--- src/rtl/vga_fb_fetch_ctrl.sv ---
`default_nettype none
// ============================================================================
//  Module   : vga_fb_fetch_ctrl
//  Brief    : Framebuffer fetch scheduler: paces Avalon-MM burst reads into the
//             VGA pixel FIFO by FIFO room, restarts each frame with a tear-free
//             base-address flip, and exposes an 8-bit-addressed CSR slave.
//             Optional build macro: VGA_FB_IRQ_EN (frame-done interrupt, CSR 0x04).
//  Revision : 1.0  initial release
// ============================================================================
module vga_fb_fetch_ctrl #(
    parameter int ADDR_W     = 32,
    parameter int DATA_W     = 32,
    parameter int BURST_LEN  = 16,
    parameter int H_ACTIVE   = 640,
    parameter int V_ACTIVE   = 480,
    parameter int FIFO_DEPTH = 256
) (
    input  logic                          clk,
    input  logic                          reset_n,
    input  logic                          csr_read,
    input  logic                          csr_write,
    input  logic [7:0]                    csr_addr,
    input  logic [31:0]                   csr_wr_data,
    output logic [31:0]                   csr_rd_data,
    output logic [ADDR_W-1:0]             av_address,
    output logic                          av_read,
    output logic [7:0]                    av_burstcount,
    input  logic                          av_waitrequest,
    input  logic [DATA_W-1:0]             av_readdata,
    input  logic                          av_readdatavalid,
    input  logic                          frame_start,
    input  logic [$clog2(FIFO_DEPTH):0]   fifo_used,
    output logic                          fifo_wr,
    output logic [DATA_W-1:0]             fifo_wdata,
    output logic                          fifo_flush,
    input  logic                          pix_underflow
`ifdef VGA_FB_IRQ_EN
    ,
    output logic                          irq
`endif
);

    localparam int c_TOTAL     = H_ACTIVE * V_ACTIVE;
    localparam int c_WC_W      = $clog2(c_TOTAL + 1);
    localparam int c_FU_W      = $clog2(FIFO_DEPTH) + 1;
    localparam int c_PEND_W    = c_FU_W + 1;
    localparam int c_SUM_W     = c_FU_W + 2;
    localparam int c_ALIGN_W   = $clog2(BURST_LEN * DATA_W / 8);

    localparam logic [c_WC_W-1:0]   c_TOTAL_WC  = c_WC_W'(c_TOTAL);
    localparam logic [c_WC_W-1:0]   c_BURST_WC  = c_WC_W'(BURST_LEN);
    localparam logic [c_PEND_W-1:0] c_BURST_P   = c_PEND_W'(BURST_LEN);
    localparam logic [c_PEND_W-1:0] c_ONE_P     = c_PEND_W'(1);
    localparam logic [c_SUM_W-1:0]  c_BURST_S   = c_SUM_W'(BURST_LEN);
    localparam logic [c_SUM_W-1:0]  c_DEPTH_S   = c_SUM_W'(FIFO_DEPTH);
    localparam logic [ADDR_W-1:0]   c_ADDR_INC  = ADDR_W'(BURST_LEN * DATA_W / 8);
    localparam logic [ADDR_W-1:0]   c_BASE_MASK = {ADDR_W{1'b1}} << c_ALIGN_W;

    localparam logic [7:0] c_A_CTRL   = 8'h00;
    localparam logic [7:0] c_A_BASE   = 8'h01;
    localparam logic [7:0] c_A_STATUS = 8'h02;
    localparam logic [7:0] c_A_FCNT   = 8'h03;
`ifdef VGA_FB_IRQ_EN
    localparam logic [7:0] c_A_IRQ    = 8'h04;
`endif

    typedef enum logic [2:0] {
        S_IDLE  = 3'd0,
        S_FLUSH = 3'd1,
        S_ROOM  = 3'd2,
        S_REQ   = 3'd3,
        S_DONE  = 3'd4
    } state_t;

    state_t              r_state;
    logic [ADDR_W-1:0]   r_addr;
    logic [c_WC_W-1:0]   r_word_cnt;
    logic [c_PEND_W-1:0] r_pend;
    logic                r_frame_counted;
    logic [31:0]         r_frame_cnt;
    logic                r_enable;
    logic [ADDR_W-1:0]   r_fb_base;
    logic                r_underflow;

    logic                w_grant;
    logic                w_dec;
    logic [c_PEND_W-1:0] w_pend_nxt;
    logic                w_room;
    logic                w_restart;
    logic                w_frame_done;
    logic                w_busy;
    logic [31:0]         w_rd_mux;

    assign w_grant    = av_read & ~av_waitrequest;
    // A return with nothing outstanding is a slave protocol error; never let pend wrap.
    assign w_dec      = av_readdatavalid & ((r_pend != '0) | w_grant);
    assign w_pend_nxt = r_pend + (w_grant ? c_BURST_P : '0) - (w_dec ? c_ONE_P : '0);
    assign w_room     = ({2'b00, fifo_used} + {1'b0, r_pend} + c_BURST_S) <= c_DEPTH_S;
    assign w_restart  = frame_start & ((r_state != S_IDLE) | r_enable);
    assign w_frame_done = (r_state == S_DONE) & (r_pend == '0) & ~r_frame_counted & ~w_restart;
    assign w_busy     = (r_state != S_IDLE);

    assign av_burstcount = 8'(BURST_LEN);
    assign fifo_wr       = av_readdatavalid & (r_state != S_FLUSH);
    assign fifo_wdata    = av_readdata;

    always_ff @(posedge clk or negedge reset_n) begin
        if (!reset_n) begin
            r_state         <= S_IDLE;
            r_addr          <= '0;
            r_word_cnt      <= '0;
            r_pend          <= '0;
            r_frame_counted <= 1'b0;
            r_frame_cnt     <= '0;
            av_read         <= 1'b0;
            av_address      <= '0;
            fifo_flush      <= 1'b0;
        end else begin
            r_pend     <= w_pend_nxt;
            fifo_flush <= 1'b0;
            if (w_restart) begin
                // Drop any ungranted request; beats already in flight are discarded in FLUSH.
                r_state <= S_FLUSH;
                av_read <= 1'b0;
            end else begin
                case (r_state)
                    S_IDLE: begin
                        av_read <= 1'b0;
                    end
                    S_FLUSH: begin
                        if (r_pend == '0) begin
                            fifo_flush      <= 1'b1;
                            r_addr          <= r_fb_base;
                            r_word_cnt      <= '0;
                            r_frame_counted <= 1'b0;
                            r_state         <= S_ROOM;
                        end
                    end
                    S_ROOM: begin
                        if (!r_enable && (r_pend == '0)) begin
                            r_state <= S_IDLE;
                        end else if (r_word_cnt == c_TOTAL_WC) begin
                            r_state <= S_DONE;
                        end else if (r_enable && w_room) begin
                            av_read    <= 1'b1;
                            av_address <= r_addr;
                            r_state    <= S_REQ;
                        end
                    end
                    S_REQ: begin
                        if (w_grant) begin
                            av_read    <= 1'b0;
                            r_addr     <= r_addr + c_ADDR_INC;
                            r_word_cnt <= r_word_cnt + c_BURST_WC;
                            r_state    <= S_ROOM;
                        end
                    end
                    S_DONE: begin
                        if (w_frame_done) begin
                            r_frame_counted <= 1'b1;
                            r_frame_cnt     <= r_frame_cnt + 32'd1;
                        end
                    end
                    default: begin
                        av_read <= 1'b0;
                        r_state <= S_IDLE;
                    end
                endcase
            end
        end
    end

    // FB_BASE is only a pending value; the fetch engine samples it on FLUSH exit.
    always_ff @(posedge clk or negedge reset_n) begin
        if (!reset_n) begin
            r_enable    <= 1'b0;
            r_fb_base   <= '0;
            r_underflow <= 1'b0;
        end else begin
            if (csr_write && (csr_addr == c_A_CTRL)) begin
                r_enable <= csr_wr_data[0];
            end
            if (csr_write && (csr_addr == c_A_BASE)) begin
                r_fb_base <= ADDR_W'(csr_wr_data) & c_BASE_MASK;
            end
            if (pix_underflow) begin
                r_underflow <= 1'b1;
            end else if (csr_write && (csr_addr == c_A_STATUS) && csr_wr_data[1]) begin
                r_underflow <= 1'b0;
            end
        end
    end

`ifdef VGA_FB_IRQ_EN
    logic r_irq_en;
    logic r_irq_pend;

    always_ff @(posedge clk or negedge reset_n) begin
        if (!reset_n) begin
            r_irq_en   <= 1'b0;
            r_irq_pend <= 1'b0;
        end else begin
            if (csr_write && (csr_addr == c_A_IRQ)) begin
                r_irq_en <= csr_wr_data[0];
            end
            if (w_frame_done) begin
                r_irq_pend <= 1'b1;
            end else if (csr_write && (csr_addr == c_A_IRQ) && csr_wr_data[1]) begin
                r_irq_pend <= 1'b0;
            end
        end
    end

    assign irq = r_irq_en & r_irq_pend;
`endif

    always_comb begin
        w_rd_mux = '0;
        case (csr_addr)
            c_A_CTRL:   w_rd_mux = {31'd0, r_enable};
            c_A_BASE:   w_rd_mux = 32'(r_fb_base);
            c_A_STATUS: w_rd_mux = {30'd0, r_underflow, w_busy};
            c_A_FCNT:   w_rd_mux = r_frame_cnt;
`ifdef VGA_FB_IRQ_EN
            c_A_IRQ:    w_rd_mux = {30'd0, r_irq_pend, r_irq_en};
`endif
            default:    w_rd_mux = '0;
        endcase
    end

    always_ff @(posedge clk or negedge reset_n) begin
        if (!reset_n) begin
            csr_rd_data <= '0;
        end else begin
            csr_rd_data <= csr_read ? w_rd_mux : 32'd0;
        end
    end

endmodule
`default_nettype wire

--- config.mk ---
export PLATFORM = sky130hd
export DESIGN_NAME = vga_fb_fetch_ctrl
export DESIGN_NICKNAME = d
export VERILOG_FILES = /design/src/rtl/vga_fb_fetch_ctrl.sv
export SDC_FILE = /design/constraint.sdc
export NUM_CORES = 1
export LEC_CHECK = 0
export CAP_MARGIN = 0
export CORE_MARGIN = 4
export CORE_UTILIZATION = 47
export CTS_CLUSTER_DIAMETER = 80
export DETAILED_ROUTE_END_ITERATION = 12
export GPL_ROUTABILITY_DRIVEN = 0
export PLACE_DENSITY = 0.8
export SLEW_MARGIN = 20
export SYNTH_ARGS = -nofsm -noshare
export SYNTH_HDL_FRONTEND = slang
export SYNTH_SLANG_ARGS = --single-unit
--- constraint.sdc ---
create_clock -name clk -period 3 [get_ports clk]
set_input_delay 0.9 -clock clk [delete_from_list [all_inputs] [get_ports clk]]
set_output_delay 0.9 -clock clk [all_outputs]
set_load 0.01 [all_outputs]
==> results.cfg, run 1 <==
[timing]
fin_crit_sh = 1.03
maxSlewHeadroom = 0.570
layout_setup_ws_ns = -0.0999
finalHoldViolCount = 0
finalSetupViolations = 26
worst-slew-pin-transition_ns = 0.639
clock_skew_ns = 0.0106
timing.fmax_ghz = 0.323
drv_slew = 0
setup_tns_ns = -2.02
period_minus_slack_ns = 3.10
grt_setup_unrepaired = true

[detailed_routing]
routed_wirelength_um = 22500
firstDrtPassIters = 5
post_drt_wl_per_cell_um = 17.6
dr_total_vias = 7090
antenna_left = 0
drt_iter0_markers = 544
viasPerCell = 5.54
drc = 0

[placed_design]
place_hpwl_um = 15000
place_ws_ns = -0.863
numPortBuffers = 113
placed_cell_area_um2 = 10700

[grt]
grtUsageTotal = 0.208
grt_pass1_vias = 7099
antenna_found_initial = 0
grt_overflow = 0
grt_pass1_wl_um = 36400
grt_max_degree = 72

[floorplanning]
die-area_um2 = 21600
start_util = 0.481
die_h_um = 147
top_level_ports = 196
rows = 50
coreArea_um2 = 18900
die_x_um = 147

[synthesis]
async_flop_share = 1.00
synth_top_cell_area_share = 0.482
syn_area_um2 = 9090
synth_top_cell_by_area = dfrtp_1
synthFlopType = dfrtp_1
ys_top_cells_by_area = dfrtp_1 (48%), ha_1 (4.8%), mux2_2 (4.5%), buf_4 (3.8%), nor2_1 (3.5%)
ys_warn_count = 0
synth_edf_count = 0
avgSynthCellArea_um2 = 10.4
seq_area_frac_synth = 0.482
postSynthCellCount = 871
ys_seq_elements = 175
yosysUniqueCellTypes = 69

[outcome]
violations = setup timing
run_status = complete, but fails checks

[critical_path]
r2r-start = r_pend[2]$_DFF_PN0_
crit_path_start = fifo_used[3]
crit_fanout = 7
cp.required_ns = 3.32
worst_ep_arrival_time_ns = 3.42
critPathKind = in -> reg
end_kind = register
start_kind = input pin

[pwr]
p_sw_w = 0.00250
swShare = 0.323
power_frac_comb = 0.369
max-vdd-ir-drop_mv = 0.380
power_w = 0.00774
p_int_w = 0.00524
seqPwrFrac = 0.355
power.leakage_nw = 5.31
pwr-share-clk = 0.276
power_per_cell_area_nw_per_um2 = 661

[clock_tree]
cts_tree = done
cts.reportedPaths.clkPinSlew_ns = 0.07
h-tree-depth = 4
root_buffer = clkbuf_16
cts_buffers = 17
holdBufCountCts = 0
clock-sinks = 175
cts.path.max_buffers = 2
clk-insertion-delay-late_ns = 0.44

[cells_and_area]
syn_to_final_growth_pct = 28.9
design_area_um2 = 11700
final_util = 0.620
drive_gt1_frac = 0.222
layout_commonest_cell = dfrtp_1
nNetsFinal = 1133
diodes = 0
layout_common_cells = dfrtp_1 (172), clkdlybuf4s50_1 (101), nor2_1 (84), nand2_1 (59), buf_4 (57)
fill_cells = 1426

[worst_hold_path]
min_path_type = in -> async

[flow_run]
maxCapViolCount = 0
-- critical path: stages --
cell and delay, ns:
clkdlybuf4s15_2 0.20, ha_4 0.28, ha_4 0.19, nor2b_2 0.15
o31a_1 0.35, a2111o_1 0.39, a211oi_2 0.27, a31oi_4 0.06
buf_12 0.16, buf_16 0.15, mux2_4 0.30
-- area by class of cell --
cell class,instances,area (um^2),share of cell area
inverters,38,143,0.0122
multi-input cells,588,4440,0.379
clock inverters,13,128,0.0109
repair buffers,187,1860,0.159
flip-flops and latches,175,4380,0.374
well taps,260,325,0.0278
clock buffers,19,443,0.0378
-- sequential cells by signal (all words and copies together), names as in the netlist, 3 cells and up --
name         flops
csr_rd_data     32
r_fb_base       26
r_pend          10
r_addr          26
r_state          3
r_word_cnt      15
av_address      26
r_frame_cnt     32
-- power groups by stage --
stage               clock network (W)  registers (W)  logic [W]
finish                        0.00213        0.00275    0.00286
global route                  0.00226        0.00277    0.00316
CTS                           0.00216        0.00274    0.00255
detailed placement                  0        0.00279    0.00204
global placement                    0        0.00278    0.00196
floorplan                           0        0.00273    0.00143
-- cell usage after synthesis, drive strengths merged (3+ instances only) --
master,instances
clkbuf,28
a21o,3
xor2,25
o22ai,15
a31o,3
or2,3
a2bb2oi,6
or4,3
a31oi,3
o21a,7
and3,12
nand3b,3
nand4,14
inv,38
or4b,3
and2,7
ha,35
and3b,4
nand2,59
nor3,16
nor2,85
dfrtp,175
xnor2,22
buf,54
o21ai,29
a21oi,47
a211oi,3
nand3,29
mux2,55
or3,8
a22oi,29
nor4,7
nand2b,4
nor2b,5
-- worst paths after layout --
path	to	slack, ns	cells after the start
hold / removal	csr_rd_data[20]$_DFF_PN0_	0.39	1
setup / recovery	av_address[7]$_DFFE_PN0P_	-0.1	11
setup reg to reg	av_address[7]$_DFFE_PN0P_	-0.05	11
hold reg to reg	r_frame_cnt[31]$_DFFE_PN0P_	0.47	1
min in group clk	r_frame_cnt[31]$_DFFE_PN0P_	0.47	1
max in group asynchronous	r_addr[11]$_DFFE_PN0P_	1.91	2
-- routing by layer --
layer,GRT usage,wire [um]
met1,0.283,9650
met2,0.326,10400
met3,0.0460,1700
met4,0.0834,753
met5,0,0
-- timing repair --
item	CTS	global route
setup endpoints to repair	29	30
cloned	3	0
gates resized for setup	57	18
setup buffers	16	5
endpoints found under the hold margin	0	0
pin swaps	28	21
-- kinds of logic after synthesis --
family	count (synthesis)	synth area share
buffers and inverters	120	0.0727
other	2	0.000826
and+or+nand+nor	273	0.154
xor gates and xnor gates	47	0.0453
muxes	56	0.0771
adders and majority gates	37	0.0526
AOI/OAI and AO/OA	161	0.116
DFF	175	0.482
-- per-stage QoR --
step	hold WS, ns	std cells
global route	0.423	1280
finish	0.388	1280
floorplan	0.442	883
CTS	0.400	1276
detailed placement	0.462	1225
global placement	0.457	1225
Note: power is estimated with default switching activity, not from simulation.
==> run 2: changes to the inputs <==
==> constraint.sdc (replaced) <==
create_clock -name clk -period 2.5 [get_ports clk]
set_input_delay 0.75 -clock clk [delete_from_list [all_inputs] [get_ports clk]]
set_output_delay 0.75 -clock clk [all_outputs]
set_load 0.01 [all_outputs]
==> run 2 against run 1 <==
Net effect:
- the flow still finishes with violations (setup timing)
- core utilization grew 3.4 points
- global-route usage increased by 0.89 points
- clock power increased by 38%
- wire length increased by 6.8%
- via count grew 3.6%
- clock-buffer cell count decreased by 2
- cell area up 5.5%
- critical endpoint is now av_address[13]$_DFFE_PN0P_
- largest power group unchanged
==> results.cfg, run 2 (synthesis gave the netlist of run 1 again) <==
[critical_path]
worst_ep_arrival_time_ns = 3.32
r2r_end = av_address[13]$_DFFE_PN0P_
cp.required_ns = 2.82
end_kind = register
r2r-start = r_pend[2]$_DFF_PN0_
critPathKind = reg -> reg
start_kind = register
rr_worst_depth = 11
ff2ff_setup_slack_ns = -0.50
crit_fanout = 7

[cells_and_area]
drive_gt1_frac = 0.286
multi_input_area_um2 = 4590
register_area_um2 = 4380
syn_to_final_growth_pct = 36.0
fill_cells = 1340
fin_cells = 1331
diodes = 0
reg_top3 = csr_rd_data (32), r_frame_cnt (32)
nNetsFinal = 1184
layout_commonest_cell = dfrtp_1
layout_common_cells = dfrtp_1 (172), buf_4 (105), clkdlybuf4s50_1 (101), nor2_1 (81), nand2_1 (56)
final_util = 0.655

[detailed_routing]
post_drt_wl_per_cell_um = 18.1
drc = 0
antenna_left = 0
routed_wirelength_um = 24100
viasPerCell = 5.52
drt_iter0_markers = 523
dr_total_vias = 7345
dr_wl_met3_um = 1710
firstDrtPassIters = 5
met2_length_um = 11600
top_layer = met4
drt-met1-wl_um = 10200

[timing]
finalSetupViolations = 32
clock_skew_ns = 0.0118
timing.fmax_ghz = 0.333
finalHoldViolCount = 0
timing.hold.ws_ns = 0.232
drv_slew = 0
setup_tns_ns = -14.46
fin_crit_sh = 1.20
maxSlewHeadroom = 0.572
worst-slew-pin-transition_ns = 0.636
grt_setup_unrepaired = true
period_minus_slack_ns = 3.00
layout_setup_ws_ns = -0.501

[grt]
antenna_found_initial = 0
grt_pass1_vias = 7482
grt_max_degree = 48
grt_pass1_wl_um = 38200
grt_overflow = 0
grtUsageTotal = 0.217

[pwr]
max-vdd-ir-drop_mv = 0.443
power_per_cell_area_nw_per_um2 = 792
power.leakage_nw = 5.65

[clock_tree]
h-tree-depth = 4
clock-sinks = 175
cts_tree = done
cts_buffers = 17
root_buffer = clkbuf_16
cts.path.max_buffers = 2
clk-insertion-delay-late_ns = 0.43
cts.reportedPaths.clkPinSlew_ns = 0.07

[floorplanning]
rows = 50
coreArea_um2 = 18900
start_util = 0.481
die_h_um = 147
top_level_ports = 196
die_x_um = 147
die-area_um2 = 21600

[outcome]
violations = setup timing
run_status = complete, but fails checks

[flow_run]
maxCapViolCount = 0

[placed_design]
dp_cells = 1275
place_hpwl_um = 16000
numPortBuffers = 113

[worst_hold_path]
min_path_type = in -> async
[run 2: stage by stage]
| stage | total power (W) | cell area [um^2] | worst slack [ns] |
|---|---|---|---|
| floorplan | 0.00505 | 9330 | -0.605 |
| global placement | 0.00588 | 11100 | -1.12 |
| detailed placement | 0.00600 | 11100 | -1.19 |
| CTS | 0.00922 | 12100 | -0.419 |
| global route | 0.0103 | 12400 | -0.605 |
| finish | 0.00980 | 12400 | -0.501 |
[run 2: worst max-delay path by stage]
stage                                   start                          to  slack [ns]
after floorplan                  fifo_used[1]  av_address[13]$_DFFE_PN0P_       -0.61
after global placement           fifo_used[8]  av_address[31]$_DFFE_PN0P_       -1.12
after detailed placement         fifo_used[4]  av_address[24]$_DFFE_PN0P_       -1.19
after CTS                 r_pend[2]$_DFF_PN0_  av_address[24]$_DFFE_PN0P_       -0.42
after global routing      r_pend[2]$_DFF_PN0_         r_pend[9]$_DFF_PN0_       -0.61
final                     r_pend[2]$_DFF_PN0_  av_address[13]$_DFFE_PN0P_       -0.50
[run 2: metal layers]
metal,up-vias,global-route usage
li1,3383,-
met1,3632,0.287
met2,292,0.358
met3,38,0.0426
met4,0,0.0788
met5,-,0
[run 2: what timing repair did]
action	4_1_cts	5_1_grt
resized for setup	59	40
setup endpoints to repair	37	88
setup buffers	13	14
hold buffers	0	0
cloned	3	0
pin swaps	31	41
[run 2: worst max-delay path, stage by stage (launching register included)]
cell,delay [ns]
dfrtp_2,0.44
buf_12,0.14
ha_4,0.26
ha_4,0.18
a21o_1,0.20
a2111o_1,0.40
a31o_4,0.24
a211oi_4,0.26
a31oi_4,0.13
buf_12,0.17
buf_16,0.15
mux2_4,0.29
[run 2: power breakdown]
part | total [W] | leakage, nW | switching (W) | internal (W)
logic | 0.00356 | 3.00 | 0.00164 | 0.00192
clock network | 0.00293 | 0.322 | 0.00121 | 0.00171
registers | 0.00331 | 2.33 | 0.000248 | 0.00306
total | 0.00980 | 5.65 | 0.00310 | 0.00669
[run 2: cell type report]
| type | count | area share |
|---|---|---|
| Sequential cell | 175 | 0.354 |
| Inverter | 38 | 0.0117 |
| Timing Repair Buffer | 238 | 0.184 |
| Multi-Input combinational cell | 588 | 0.371 |
| Clock buffer | 17 | 0.0344 |
| Tap cell | 260 | 0.0263 |
| Clock inverter | 15 | 0.0185 |
